### src/rtl/rv_mem_arbiter.sv
// Three-way arbiter (loader > data > fetch, with a fetch-starvation limit) in front of
// a single-ported word SRAM; formats byte/halfword/word accesses and flags bad addresses.
module rv_mem_arbiter #(
    parameter int ADDR_W     = 12,
    parameter int STREAK_MAX = 4
) (
    input  logic              clock,
    input  logic              reset,

    input  logic              ld_req,
    input  logic [31:0]       ld_addr,
    input  logic [31:0]       ld_wdata,
    output logic              ld_gnt,

    input  logic              d_req,
    input  logic              d_we,
    input  logic [2:0]        d_func3,
    input  logic [31:0]       d_addr,
    input  logic [31:0]       d_wdata,
    output logic              d_gnt,
    output logic              d_rvalid,
    output logic [31:0]       d_rdata,
    output logic              d_err,

    input  logic              i_req,
    input  logic [31:0]       i_addr,
    output logic              i_gnt,
    output logic              i_rvalid,
    output logic [31:0]       i_rdata,
    output logic              i_err,

    output logic              mem_en,
    output logic [3:0]        mem_we,
    output logic [ADDR_W-1:0] mem_addr,
    output logic [31:0]       mem_wdata,
    input  logic [31:0]       mem_rdata
);

    localparam logic [3:0] STREAK_LIMIT = 4'(STREAK_MAX);

    typedef enum logic [2:0] {
        F3_B  = 3'd0,
        F3_H  = 3'd1,
        F3_W  = 3'd2,
        F3_BU = 3'd4,
        F3_HU = 3'd5
    } func3_e;

    logic [3:0]  streak;
    logic        fetch_turn;
    logic        ld_ok;
    logic        d_ok;
    logic        d_align_ok;
    logic        i_ok;
    logic [2:0]  pend_func3;
    logic [1:0]  pend_off;
    logic [31:0] shifted;

    function automatic logic in_range(input logic [31:0] addr);
        return addr[31:ADDR_W+2] == '0;
    endfunction

    assign fetch_turn = i_req && (streak == STREAK_LIMIT);

    // NOTE: every signal assigned in an always_comb gets a default at the top of the
    // block, so no path leaves it unassigned and no latch is inferred.
    always_comb begin
        ld_gnt = 1'b0;
        d_gnt  = 1'b0;
        i_gnt  = 1'b0;
        if (!reset) begin
            if (ld_req)
                ld_gnt = 1'b1;
            else if (d_req && !fetch_turn)
                d_gnt = 1'b1;
            else if (i_req)
                i_gnt = 1'b1;
        end
    end

    always_comb begin
        d_align_ok = 1'b0;
        case (d_func3)
            F3_B, F3_BU: d_align_ok = 1'b1;
            F3_H, F3_HU: d_align_ok = ~d_addr[0];
            F3_W:        d_align_ok = (d_addr[1:0] == 2'b00);
            default:     d_align_ok = 1'b0;
        endcase
    end

    assign d_ok  = d_align_ok && in_range(d_addr);
    assign i_ok  = (i_addr[1:0] == 2'b00) && in_range(i_addr);
    assign ld_ok = (ld_addr[1:0] == 2'b00) && in_range(ld_addr);

    // A bad access is still granted but never reaches the SRAM.
    always_comb begin
        mem_en    = 1'b0;
        mem_we    = 4'b0000;
        mem_addr  = '0;
        mem_wdata = '0;
        if (ld_gnt) begin
            mem_addr = ld_addr[ADDR_W+1:2];
            if (ld_ok) begin
                mem_en    = 1'b1;
                mem_we    = 4'b1111;
                mem_wdata = ld_wdata;
            end
        end else if (d_gnt) begin
            mem_addr = d_addr[ADDR_W+1:2];
            if (d_ok) begin
                mem_en = 1'b1;
                if (d_we) begin
                    case (d_func3[1:0])
                        2'd0: begin
                            mem_we    = 4'b0001 << d_addr[1:0];
                            mem_wdata = {4{d_wdata[7:0]}};
                        end
                        2'd1: begin
                            mem_we    = d_addr[1] ? 4'b1100 : 4'b0011;
                            mem_wdata = {2{d_wdata[15:0]}};
                        end
                        default: begin
                            mem_we    = 4'b1111;
                            mem_wdata = d_wdata;
                        end
                    endcase
                end
            end
        end else if (i_gnt) begin
            mem_addr = i_addr[ADDR_W+1:2];
            mem_en   = i_ok;
        end
    end

    // NOTE: state registers use non-blocking assignments so every flop samples the
    // pre-edge values regardless of statement order.
    always_ff @(posedge clock or posedge reset) begin
        if (reset) begin
            streak     <= 4'd0;
            d_rvalid   <= 1'b0;
            d_err      <= 1'b0;
            i_rvalid   <= 1'b0;
            i_err      <= 1'b0;
            pend_func3 <= 3'd0;
            pend_off   <= 2'd0;
        end else begin
            if (!i_req || i_gnt)
                streak <= 4'd0;
            else if (d_gnt)
                streak <= streak + 4'd1;

            d_rvalid <= d_gnt && !d_we;
            d_err    <= d_gnt && !d_ok;
            i_rvalid <= i_gnt;
            i_err    <= i_gnt && !i_ok;

            if (d_gnt) begin
                pend_func3 <= d_func3;
                pend_off   <= d_addr[1:0];
            end
        end
    end

    assign shifted = mem_rdata >> {pend_off, 3'b000};

    always_comb begin
        d_rdata = '0;
        if (d_rvalid && !d_err) begin
            case (pend_func3)
                F3_B:    d_rdata = {{24{shifted[7]}}, shifted[7:0]};
                F3_H:    d_rdata = {{16{shifted[15]}}, shifted[15:0]};
                F3_BU:   d_rdata = {24'd0, shifted[7:0]};
                F3_HU:   d_rdata = {16'd0, shifted[15:0]};
                default: d_rdata = shifted;
            endcase
        end
    end

    assign i_rdata = (i_rvalid && !i_err) ? mem_rdata : 32'd0;

endmodule

### config.mk
export PLATFORM = sky130hd
export DESIGN_NAME = rv_mem_arbiter
export DESIGN_NICKNAME = d
export VERILOG_FILES = /design/src/rtl/rv_mem_arbiter.sv
export SDC_FILE = /design/constraint.sdc
export NUM_CORES = 1
export LEC_CHECK = 0
export ABC_AREA = 1
export BUFFER_PORTS_ARGS = -buffer_cell sky130_fd_sc_hd__buf_4
export CAP_MARGIN = 30
export CORE_AREA = 2 2 124 126
export DETAILED_ROUTE_END_ITERATION = 12
export DIE_AREA = 0 0 126 128
export SLEW_MARGIN = 15
export SYNTH_ARGS = -nofsm -noshare
export SYNTH_HDL_FRONTEND = slang
export SYNTH_SLANG_ARGS = --single-unit
### constraint.sdc
create_clock -name clock -period 2.4 [get_ports clock]
set_input_delay 0.36 -clock clock [delete_from_list [all_inputs] [get_ports clock]]
set_output_delay 0.36 -clock clock [all_outputs]
set_load 0.005 [all_outputs]
==> Word-level counts from Yosys, hierarchy flattened <==
Index checks and enable logic that the tools add are counted.
Widths: inputs -> output; s select.
{ "word_totals": {"reg_bits": 13, "input_bits": 201, "output_inout_bits": 120, "wordCells": 86} }
{ "classes": {"add_sub_neg": 1, "n_eq_ne": 9, "shift": 2, "mux": 36, "n_bitwise": 1, "reduce_logical": 30} }
{ "ops": {"columns": ["cell", "count"], "rows": [
  ["$mux 32", 7],
  ["$pmux 32 s4", 1],
  ["$pmux 32 s2", 1],
  ["$logic_not 18->1", 3],
  ["$mux 12", 3],
  ["$mux 4", 8],
  ["$shr 32x5->32", 1],
  ["$mux 1", 14],
  ["$eq 3x3->1 const B", 4],
  ["$logic_and 1x1->1", 10],
  ["$logic_not 2->1", 4],
  ["$pmux 4 s2", 1],
  ["$logic_not 1->1", 7],
  ["$eq 3x1->1 const B", 2],
  ["$logic_not 3->1", 2],
  ["$add 4x1->4 const B", 1],
  ["$eq 4x3->1 const B", 1],
  ["$reduce_or 2->1", 2],
  ["$shl 1x2->4 const A", 1],
  ["$eq 3x2->1 const B", 1],
  ["$pmux 1 s3", 1],
  ["$eq 2x1->1 const B", 1],
  ["$reduce_bool 2->1", 1],
  ["$logic_or 1x1->1", 1],
  ["$not 1->1", 1]
]} }

==> Logic depth before layout (Yosys ltp) <==
{ "logic_depth": {"depth_word": 10, "mapped_depth": 9, "mapped_depth_nobuf": 7} }

==> Worst setup path after synthesis <==
Ideal clock, no wire load.
{ "synth_path": {"kind": "register -> output", "start": "register streak[0]", "end": "output port mem_wdata[1]", "arrival_ns": 1.359, "t_required_ns": 2.040, "setup_slack_ns": 0.681, "stages_incl_launch_ff": 9, "n_path_buf": 1, "cell_sequence": "dfrtp_1 > inv_1 > ha_1 > nand4_1 > nand2_1 > nor2_2 > buf_2 > nand4_1 > nand2_1"} }
{ "synth_between": {"elab_chain_len": 9} }
{ "synth_lines": {"columns": ["element", "line", "text"], "rows": [
  ["start: declaration", "49", "logic [3:0] streak;"],
  ["start signal: assignment", "150", "streak <= streak + 4'd1;"],
  ["$eq 4x3->1", "63", "assign fetch_turn = i_req && (streak == STREAK_LIMIT);"],
  ["$logic_and 1x1->1", "63", null],
  ["$logic_not 1->1", "74", "else if (d_req && !fetch_turn)"],
  ["$logic_and 1x1->1", "74", null],
  ["$mux 1", "74", null],
  ["$mux 1", "72", "if (ld_req)"],
  ["$mux 1", "71", "if (!reset) begin"],
  ["$mux 32", "108", "end else if (d_gnt) begin"],
  ["$mux 32", "101", "if (ld_gnt) begin"],
  ["end: declaration", "35", "output logic [31:0] mem_wdata,"]
]} }
No other way between the ends.

==> Final worst setup path <==
{ "layout_path": {"start": "register streak[0]", "end": "output port mem_wdata[15]"} }
Same word-level chain as after synthesis.

==> flow_summary.toml <==
[cts]
clk_pin_slew_ps = 50
clk_latency_ps = 240
cts-root-buf = "clkbuf_16"
cts_tree = "yes"
cts.sinks = 13
hold_buffers = 0
numCtsBuffers = 3
cts_buffer_depth = 2
h-tree-depth = 1

[floorplan]
num_io_pins = 321
die_h_um = 128
die_w_um = 126
die_area_sq_mm = 0.0161
core_sq_mm = 0.0149
num_rows = 45
initial_utilization_pct = 21.2

[worst_setup_path]
worst-r2r-cell-count = 8
crit_fanout = 21
ff2ff_setup_slack_ps = 880
r2r_end = "pend_func3[1]$_DFFE_PP0P_"
critical_path_class = "flip-flop to primary output"
end_kind = "primary output"
worstPathArrival_ps = 1960
startpoint_type = "flip-flop"
critPathLaunch = "streak[0]$_DFFE_PP0P_"
required_ps = 2040
worstReg2RegStart = "streak[0]$_DFFE_PP0P_"

[finish]
multi_input_area_sq_mm = 0.00236
fillers = 1654
area_growth_syn_to_layout_pct = 89.6
final_util_pct = 40.2
drive_above_1_share_pct = 41.1
final_area_sq_mm = 0.00597
finalNetCount = 1130
n_antenna_cell = 0
regArea_sq_um = 325

[grt]
grt.overflow.total = 0
grt_start_max_net_pins = 43
grt_pass1_vias = 4880
track_usage_pct = 19.2
antenna_found_initial = 0
grt_first_pass_wirelength_um = 25200

[placed_design]
dpl-instance-area_sq_mm = 0.00580
port_buffers = 320
gp_congestion = 0.856
pre_cts_slack_ps = 256
hpwl_um = 13700

[detailed_routing]
via_per_inst = 4.66
drt_iter0_markers = 257
ant_nets = 0
drt-pass1-iter-count = 7
drc_errors = 0
vias = 5194
wirelength_um = 16800
wl_per_cell_um = 15.1

[sta]
setup_violations = 0
slew_headroom_pct = 64.4
fin_crit_sh_pct = 96.6
fin_crit_ps = 2320
slew_violations = 0
hold_viol = 0
fmax_mhz = 432
worst_pin_slew_ps = 534
layout_setup_ws_ps = 82.6
finalClockSkew_ps = 1.11
finalSetupTns_ps = 0
finalHoldWorstSlack_ps = 188

[hold_path]
worstHoldPathType = "input port to async pin"

[synth]
synth_area_leaders = "nand2_1, nand4_1, nor2_1, dfrtp_1, o21ai_0"
syn_area_sq_mm = 0.00315
synth_top_area_share_pct = 21.2
synth_nets = 816
netlist-cell-type-count = 30
synth_seq_cells = 13
avgSynthCellArea_sq_um = 5.14
synth_cells = 613
ys_seq_area_share_pct = 10.3
yosysWarnings = 0
yosysTopAreaCell = "nand2_1"

[run]
cap_violations = 0

[pwr]
pwr_density_cell_mw_per_mm2 = 242
p_leak_uw = 0.00336
vdd_drop_max_mv = 0.159

[status]
outcome = "completed"
worst max-delay path, cell delays in order, from the launching register on:
cell and delay, ps:
dfrtp_1 400, inv_1 60, ha_1 190, nand4_1 130, nand2_2 90, nor2_4 180, buf_4 160, buf_12 150
nand4_1 130, nand2_1 100, buf_4 110
cell usage after synthesis, drive strengths merged:
cell type / instances
o21a: 9
a21oi: 17
buf: 21
nand2: 180
o211ai: 9
nor3: 2
nor2: 112
a31oi: 7
dfrtp: 13
nand3: 24
ha: 2
nand4: 68
xor2: 2
or2: 1
clkbuf: 20
nand3b: 1
o31ai: 1
inv: 68
clkinv: 2
o21ai: 54
metal layers:
layer	vias up	track usage (%)	part of all wire (%)
met5	-	0	0
met4	0	4.85	1.9
met3	19	3.76	9.0
met2	261	35.5	51
met1	2271	22.6	38
li1	2643	-	-
power breakdown:
group / internal [uW] / switching [uW]
clock network: 224 / 94.4
logic: 422 / 448
registers: 237 / 22.7
total: 883 / 565
cell usage in the layout, fill, tap and decap left out, types with 2 or more instances in the layout:
cell type,netlist,layout
a21oi_1,16,16
a31oi_1,7,7
buf_12,0,5
buf_4,1,344
clkbuf_16,0,4
clkinv_1,2,2
dfrtp_1,13,13
ha_1,2,2
inv_1,65,65
inv_2,3,2
nand2_1,178,177
nand2_4,2,2
nand3_1,21,21
nand3_2,2,2
nand4_1,68,68
nor2_1,97,95
nor2_2,13,14
nor2_4,2,3
o211ai_1,9,9
o21a_1,9,9
o21ai_0,54,54
xor2_1,2,2
cell families after synthesis:
family	synth area share (%)
AO/OA/AOI/OAI	17.3
buffers and inverters	15.1
flip-flops	10.3
adder cells (fa/ha/maj)	0.794
XOR/XNOR	0.556
AND/OR/NAND/NOR	55.9
metrics by stage:
stage	total power [uW]	instances
6_report	1450	1114
5_1_grt	1570	1114
4_1_cts	1450	1106
3_5_place_dp	1120	1100
3_3_place_gp	1120	1100
2_1_floorplan	663	613
cell type report:
| class | instances | share of cell area (%) |
|---|---|---|
| clock buffers | 4 | 1.32 |
| inverters | 70 | 4.44 |
| multi-input cells | 489 | 39.5 |
| flip-flops and latches | 13 | 5.45 |
| well taps | 188 | 3.94 |
| repair buffers | 350 | 45.3 |
sequential cells by signal, indices dropped and copies added, names as in the netlist:
name and flops:
pend_func3 3, pend_off 2, i_err 1, d_rvalid 1, streak 4, i_rvalid 1, d_err 1
timing repair:
action                     4_1_cts  5_1_grt
gates cloned                     0        1
resized for setup                0        2
buffers inserted                 2        7
setup endpoints to repair        2       49
pin swaps                        1        1
worst max-delay path by stage:
stage | to | slack, ps | depth (start not counted)
after CTS | mem_wdata[15] | 20 | 9
after floorplan | mem_wdata[1] | 680 | 8
after global routing | mem_wdata[15] | -10 | 10
after detailed placement | mem_wdata[30] | 260 | 9
after global placement | mem_we[1] | 250 | 8
final | mem_wdata[15] | 80 | 10
Power figures use the tool's default switching activity.
